$ cat config.mk
export PLATFORM = sky130hd
export DESIGN_NAME = pipeline_ctrl
export DESIGN_NICKNAME = d
export VERILOG_FILES = /design/src/rtl/pipeline_ctrl_pkg.sv /design/src/rtl/pipeline_scoreboard.sv /design/src/rtl/pipeline_ctrl.sv
export SDC_FILE = /design/constraint.sdc
export NUM_CORES = 1
export LEC_CHECK = 0
export ABC_AREA = 1
export CORE_UTILIZATION = 50
export DETAILED_ROUTE_END_ITERATION = 8
export PLACE_DENSITY = 0.78
export SETUP_SLACK_MARGIN = 0.1
export SYNTH_ARGS = -nofsm -noshare
export SYNTH_HDL_FRONTEND = slang
export SYNTH_SLANG_ARGS = --single-unit
$ cat constraint.sdc
create_clock -name clk_i -period 2.3 [get_ports clk_i]
set_clock_uncertainty 0.05 [all_clocks]
set_input_delay 0.345 -clock clk_i [delete_from_list [all_inputs] [get_ports clk_i]]
set_output_delay 0.345 -clock clk_i [all_outputs]
set_load 0.05 [all_outputs]
$ cat src/rtl/pipeline_ctrl_pkg.sv
// Shared types and helpers for the pipeline hazard/sequencing controller.
// Provides the FSM state enum, the x0 register constant and a one-hot decoder.
package pipeline_ctrl_pkg;

    typedef enum logic {
        RUN      = 1'b0,
        MEM_WAIT = 1'b1
    } ctrl_state_t;

    localparam logic [4:0] REG_X0 = 5'd0;

    function automatic logic [31:0] onehot(input logic [4:0] addr);
        onehot = 32'd1 << addr;
    endfunction

endpackage

$ cat src/rtl/pipeline_scoreboard.sv
// 32-entry in-flight register write scoreboard.
// Ports: clk_i, rstn_i (async active-low), set_i / clr_i one-hot update masks,
// pending_o (bit n = write to xn in flight; bit 0 is always 0).
module pipeline_scoreboard
    import pipeline_ctrl_pkg::*;
(
    input  logic        clk_i,
    input  logic        rstn_i,
    input  logic [31:0] set_i,
    input  logic [31:0] clr_i,
    output logic [31:0] pending_o
);

    logic [31:0] pending_q;
    logic [31:0] pending_d;

    // x0 is hardwired zero, so its bit is masked regardless of the inputs.
    always_comb begin
        pending_d = ((pending_q & ~clr_i) | set_i) & ~onehot(REG_X0);
    end

    always_ff @(posedge clk_i or negedge rstn_i) begin
        if (!rstn_i) begin
            pending_q <= '0;
        end else begin
            pending_q <= pending_d;
        end
    end

    assign pending_o = pending_q;

endmodule

$ cat src/rtl/pipeline_ctrl.sv
// Central hazard/sequencing controller: scoreboard interlock, redirect flush,
// memory-wait freeze and watchdog. Optional macro: PIPELINE_CTRL_WB_BYPASS_EN.
// Ports: clk_i, rstn_i, ID source/dest info, ex_bnj_taken_i, mem_req_i/mem_ack_i,
// WB write info; stall/flush controls, pending_o, sticky mem_timeout_o.
module pipeline_ctrl
    import pipeline_ctrl_pkg::*;
#(
    parameter int unsigned MEM_TIMEOUT = 255
) (
    input  logic        clk_i,
    input  logic        rstn_i,
    input  logic        id_valid_i,
    input  logic [4:0]  id_rs1_addr_i,
    input  logic [4:0]  id_rs2_addr_i,
    input  logic        id_uses_rs1_i,
    input  logic        id_uses_rs2_i,
    input  logic [4:0]  id_rd_addr_i,
    input  logic        id_write_rd_i,
    input  logic        ex_bnj_taken_i,
    input  logic        mem_req_i,
    input  logic        mem_ack_i,
    input  logic        wb_write_rd_i,
    input  logic [4:0]  wb_rd_addr_i,
    output logic        pc_stall_o,
    output logic        if_id_stall_o,
    output logic        if_id_flush_o,
    output logic        id_ex_stall_o,
    output logic        id_ex_flush_o,
    output logic        ex_mem_stall_o,
    output logic        mem_wb_flush_o,
    output logic [31:0] pending_o,
    output logic        mem_timeout_o
);

    localparam int unsigned CW = $clog2(MEM_TIMEOUT + 1);
    localparam logic [CW-1:0] CNT_MAX = CW'(MEM_TIMEOUT);
    localparam logic [CW-1:0] CNT_ONE = CW'(1);

    ctrl_state_t   state_q, state_d;
    logic [CW-1:0] cnt_q, cnt_d;
    logic          timeout_q, timeout_d;

    logic          mem_wait;
    logic          redirect;
    logic          raw;
    logic          hazard;
    logic          issue;
    logic [31:0]   pending;
    logic [31:0]   pend_eff;
    logic [31:0]   set_vec;
    logic [31:0]   clr_vec;

    // Hazard terms are qualified by rstn_i so every control is 0 in reset.
    assign mem_wait = rstn_i & mem_req_i & ~mem_ack_i;
    assign redirect = rstn_i & ex_bnj_taken_i & ~mem_wait;

    assign clr_vec = (wb_write_rd_i && wb_rd_addr_i != REG_X0)
                   ? onehot(wb_rd_addr_i) : '0;

`ifdef PIPELINE_CTRL_WB_BYPASS_EN
    // Register file writes before it reads, so the WB target is already safe.
    assign pend_eff = pending & ~clr_vec;
`else
    assign pend_eff = pending;
`endif

    assign raw = id_valid_i & (
          (id_uses_rs1_i & (id_rs1_addr_i != REG_X0) & pend_eff[id_rs1_addr_i])
        | (id_uses_rs2_i & (id_rs2_addr_i != REG_X0) & pend_eff[id_rs2_addr_i])
        | (id_write_rd_i & (id_rd_addr_i  != REG_X0) & pend_eff[id_rd_addr_i]));

    assign hazard = rstn_i & raw & ~mem_wait & ~redirect;

    assign issue = id_valid_i & id_write_rd_i & (id_rd_addr_i != REG_X0)
                 & ~mem_wait & ~redirect & ~hazard;

    assign set_vec = issue ? onehot(id_rd_addr_i) : '0;

    pipeline_scoreboard u_sb (
        .clk_i     (clk_i),
        .rstn_i    (rstn_i),
        .set_i     (set_vec),
        .clr_i     (clr_vec),
        .pending_o (pending)
    );

    assign pc_stall_o     = mem_wait | hazard;
    assign if_id_stall_o  = mem_wait | hazard;
    assign if_id_flush_o  = redirect;
    assign id_ex_stall_o  = mem_wait;
    assign ex_mem_stall_o = mem_wait;
    assign id_ex_flush_o  = redirect | hazard;
    assign mem_wb_flush_o = mem_wait;
    assign pending_o      = pending;
    assign mem_timeout_o  = timeout_q;

    // State register
    always_ff @(posedge clk_i or negedge rstn_i) begin
        if (!rstn_i) begin
            state_q   <= RUN;
            cnt_q     <= '0;
            timeout_q <= 1'b0;
        end else begin
            state_q   <= state_d;
            cnt_q     <= cnt_d;
            timeout_q <= timeout_d;
        end
    end

    // Next-state logic
    always_comb begin
        state_d = state_q;
        unique case (state_q)
            RUN:      if (mem_wait)  state_d = MEM_WAIT;
            MEM_WAIT: if (!mem_wait) state_d = RUN;
            default:  state_d = RUN;
        endcase
    end

    // Watchdog: the first wait cycle is counted on entry, so the counter
    // equals the number of consecutive wait cycles; it saturates at the limit.
    always_comb begin
        cnt_d     = '0;
        timeout_d = timeout_q;
        unique case (state_q)
            RUN: begin
                if (mem_wait) cnt_d = CNT_ONE;
            end
            MEM_WAIT: begin
                if (mem_wait)
                    cnt_d = (cnt_q == CNT_MAX) ? cnt_q : cnt_q + CNT_ONE;
            end
            default: cnt_d = '0;
        endcase
        if (cnt_d == CNT_MAX) timeout_d = 1'b1;
    end

endmodule
==> reports/metrics.csv <==
stage;metric;value;unit
clock_tree;Worst-path clk slew;0.08;ns
worst_setup_path;Required @ worst endpoint;1.90;ns
global_routing;global route total overflow;0;
worst_setup_path;critical path type;reg -> out;
worst_setup_path;crit-path cells;inv_1 -> nand2_1 -> nand3_1 -> nand3_1 -> nand3_1 -> nand2_1 -> nand3_2 -> nand3_4 -> a21o_1 -> buf_12;
drt;post-DR vias/cell;5.76;
power_and_ir_drop;switching portion of total power;0.432;
power_and_ir_drop;Gate power share;0.444;
worst_setup_path;Max stage delay on crit path;0.44;ns
timing;Period minus WS final;2.23;ns
logic_synthesis;Syn Inst Count;557;
logic_synthesis;Synth Flop Type;dfrtp_1;
drt;max layer used;met4;
logic_synthesis;area leader, netlist;dfrtp_1;
power_and_ir_drop;Pleak;2.25;nW
logic_synthesis;Synth area leaders;dfrtp_1 (30%), nand2_1 (19%), nand3_1 (13%), inv_1 (6.5%), o21ai_0 (6.1%);
drt;post-route antenna net violation count;0;
logic_synthesis;Cell Area, Synth;3460;um^2
worst_setup_path;CP arrival;1.83;ns
global_routing;vias in the first global route;3960;
logic_synthesis;register area share after synthesis;0.296;
drt;drt pass-1 iters;5;
logic_synthesis;Commonest cells post-synth;nand2_1 (176), nand3_1 (89), inv_1 (60);
power_and_ir_drop;Max VDD drop;0.000485;V
outcome;status;finished clean;
logic_synthesis;syn avg cell area;6.22;um^2
worst_setup_path;CP max stage cell;dfrtp_2;
drt;DRC;0;
drt;WL/cell;15.9;um
drt;routed vias;4200;
floorplan;row count;29;
worst_setup_path;most frequent CP cell;nand3_1;
clock_tree;root buf cell;clkbuf_8;
flow_run;MaxCap Viol Count;0;
timing;Max Fclk;449;MHz
timing;relative slew slack;0.644;
logic_synthesis;cell with the most instances after synthesis;nand2_1;
worst_setup_path;Worst setup EP type;primary output;
global_routing;overall routing resource usage;0.328;
logic_synthesis;Yosys top cell area share;0.296;
drt;routed wire length;11600;um
placed_design;gp weighted congestion;0.943;
cells_and_area;Final nets;682;
global_routing;pin count of the biggest net entering global routing;42;
clock_tree;CTS tree;built;
timing;worst setup margin;0.0707;ns
power_and_ir_drop;Psw;1.14;mW
drt;M1 WL;4670;um
cells_and_area;Core Util, Final;0.734;
power_and_ir_drop;clock share of power;0.193;
logic_synthesis;Seq cells post-synth;41;
logic_synthesis;Post-synth EDFFs;0;
drt;met3 WL post-DR;1010;um
logic_synthesis;ys async rst share;1.00;
logic_synthesis;post-synth cell types;33;
placed_design;number of I/O port buffers;68;
floorplan;initial core utilization;0.530;
timing;Final setup viols;0;
worst_hold_path;Hold WC Path Type;in -> async;
timing;Hold Vio Cnt, Final;0;
timing;Final period util;0.969;
clock_tree;later-pin clock latency in the skew report;0.30;ns
floorplan;I/O Pins;70;
logic_synthesis;syn nets;588;
drt;met2 wire len;5580;um
clock_tree;CTS Buffer Depth;2;
clock_tree;CTS H-Tree Depth;2;
global_routing;initial antenna violation count;0;
floorplan;die height;85.2;um
drt;Starting DRT DRC Count;365;
placed_design;worst slack, placed;-0.241;ns
cells_and_area;share of layout cells above drive strength 1;0.225;
floorplan;Die ar.;7270;um^2
floorplan;die width;85.2;um
logic_synthesis;synth warn;0;
power_and_ir_drop;Sequential Power Share;0.362;
cells_and_area;Ant. Diodes;0;
global_routing;first-pass GRT wire length;18800;um
timing;Final Max Slew Viols;0;
worst_setup_path;Setup crit start kind;register;
clock_tree;Num CTS Buffers;5;
timing;worst slew pin tran;0.533;ns
power_and_ir_drop;Pint;1.49;mW
cells_and_area;Area Overhead vs Synth;38.3;%
placed_design;Detail Placement HPWL;8480;um
floorplan;total core area;6530;um^2
power_and_ir_drop;Pwr Density;549;nW/um^2
worst_setup_path;Max FO, Critical Path;4;
clock_tree;CTS sink cnt;41;
timing;RSZ-0062 raised after global routing;true;
[layout by cell type (no fill, tap or decap), types with 2 or more instances in the layout]
cell             instances
nor4_1                   4
or2_1                    2
o21ai_0                 39
nor2_1                  40
buf_6                    5
nand3_2                 18
nor2_4                   4
nor3_1                   7
nand3_1                 85
xnor2_1                  2
buf_2                    4
inv_2                    9
a21oi_2                  2
nor2_2                   6
nand2_1                174
o211ai_1                 5
clkbuf_8                 6
nand3_4                  2
inv_1                   55
o21ai_1                  8
a21oi_1                  8
dfrtp_1                 10
dfrtp_2                 31
dlygate4sd2_1            5
nand2_2                  2
buf_4                   36
bufbuf_16                2
nand4_1                  3
buf_12                  12
clkdlybuf4s50_1         50
[state kept, by name, summed over array words and instances, names as in the netlist]
register / count
cnt_q: 8
mem_timeout_o: 1
state_q: 1
u_sb.pending_o: 31
[critical path: cells and delay by family, from the launching register on]
kind | cells | cell delay, ns
simple gates | 7 | 0.65
flops | 1 | 0.44
buf+inv | 2 | 0.24
compound gates | 1 | 0.20
[power by group through the flow]
stage | clock (mW) | sequential, mW | combinational (mW)
after floorplan | 0 | 1.21 | 0.403
after global placement | 0 | 0.962 | 1.08
after detailed placement | 0 | 0.962 | 1.10
after CTS | 0.509 | 0.947 | 1.14
after global routing | 0.537 | 0.960 | 1.25
final | 0.508 | 0.953 | 1.17
[final cells by class]
type	count	area [um^2]
timing repair inverter	1	7.51
sequential	41	1060
multi-input combinational	421	2070
clock buffer	6	82.6
inverter	65	244
clock inverter	2	13.8
timing repair buffer	116	1210
fill	532	1740
tap	77	96.3
[logic make-up (layout without fill, tap and decap cells)]
group | after synthesis | in the layout | synth area share
simple gates | 350 | 350 | 0.462
fa+ha+maj | 1 | 1 | 0.00361
other cells | 1 | 1 | 0.00108
buf+inv | 95 | 190 | 0.129
compound gates | 67 | 67 | 0.103
flops | 41 | 41 | 0.296
xor+xnor | 2 | 2 | 0.00506
[through the flow]
step	cell area, um^2	total power, mW	cells	setup TNS [ns]	hold slack [ns]
after CTS	4740	2.59	725	0	0.106
after global routing	4790	2.74	729	-0.00401	0.141
final	4790	2.63	729	0	0.0850
after global placement	4510	2.05	710	-2.38	0.411
after detailed placement	4510	2.06	710	-3.68	0.420
after floorplan	3520	1.61	557	0	-0.000591
[repair_timing]
action,in CTS,in global routing
buffers inserted,3,4
hold buffers,0,0
pin swaps,5,9
cloned,4,0
endpoints found under the setup margin,3,3
hold endpoints to repair,0,0
gates resized for setup,39,14
[final timing paths]
| path | from | end | slack, ns | cells after the start |
|---|---|---|---|---|
| hold / removal | rstn_i | mem_timeout_o | 0.08 | 2 |
| min in group clk_i | mem_timeout_o | mem_timeout_o | 0.44 | 1 |
| setup / recovery | u_sb.pending_o[15] | id_ex_flush_o | 0.07 | 10 |
| max in group asynchronous | rstn_i | u_sb.pending_o[6] | 1.71 | 2 |
| hold reg to reg | mem_timeout_o | mem_timeout_o | 0.44 | 1 |
| setup reg to reg | u_sb.pending_o[28] | u_sb.pending_o[8] | 0.38 | 13 |
[layer usage]
metal / vias to the layer above / track usage
met3: 44 / 0.0418
met2: 254 / 0.566
met1: 1928 / 0.419
li1: 1974 / -
met5: - / 0
met4: 0 / 0.129
Note: power is estimated with default switching activity, not from simulation.
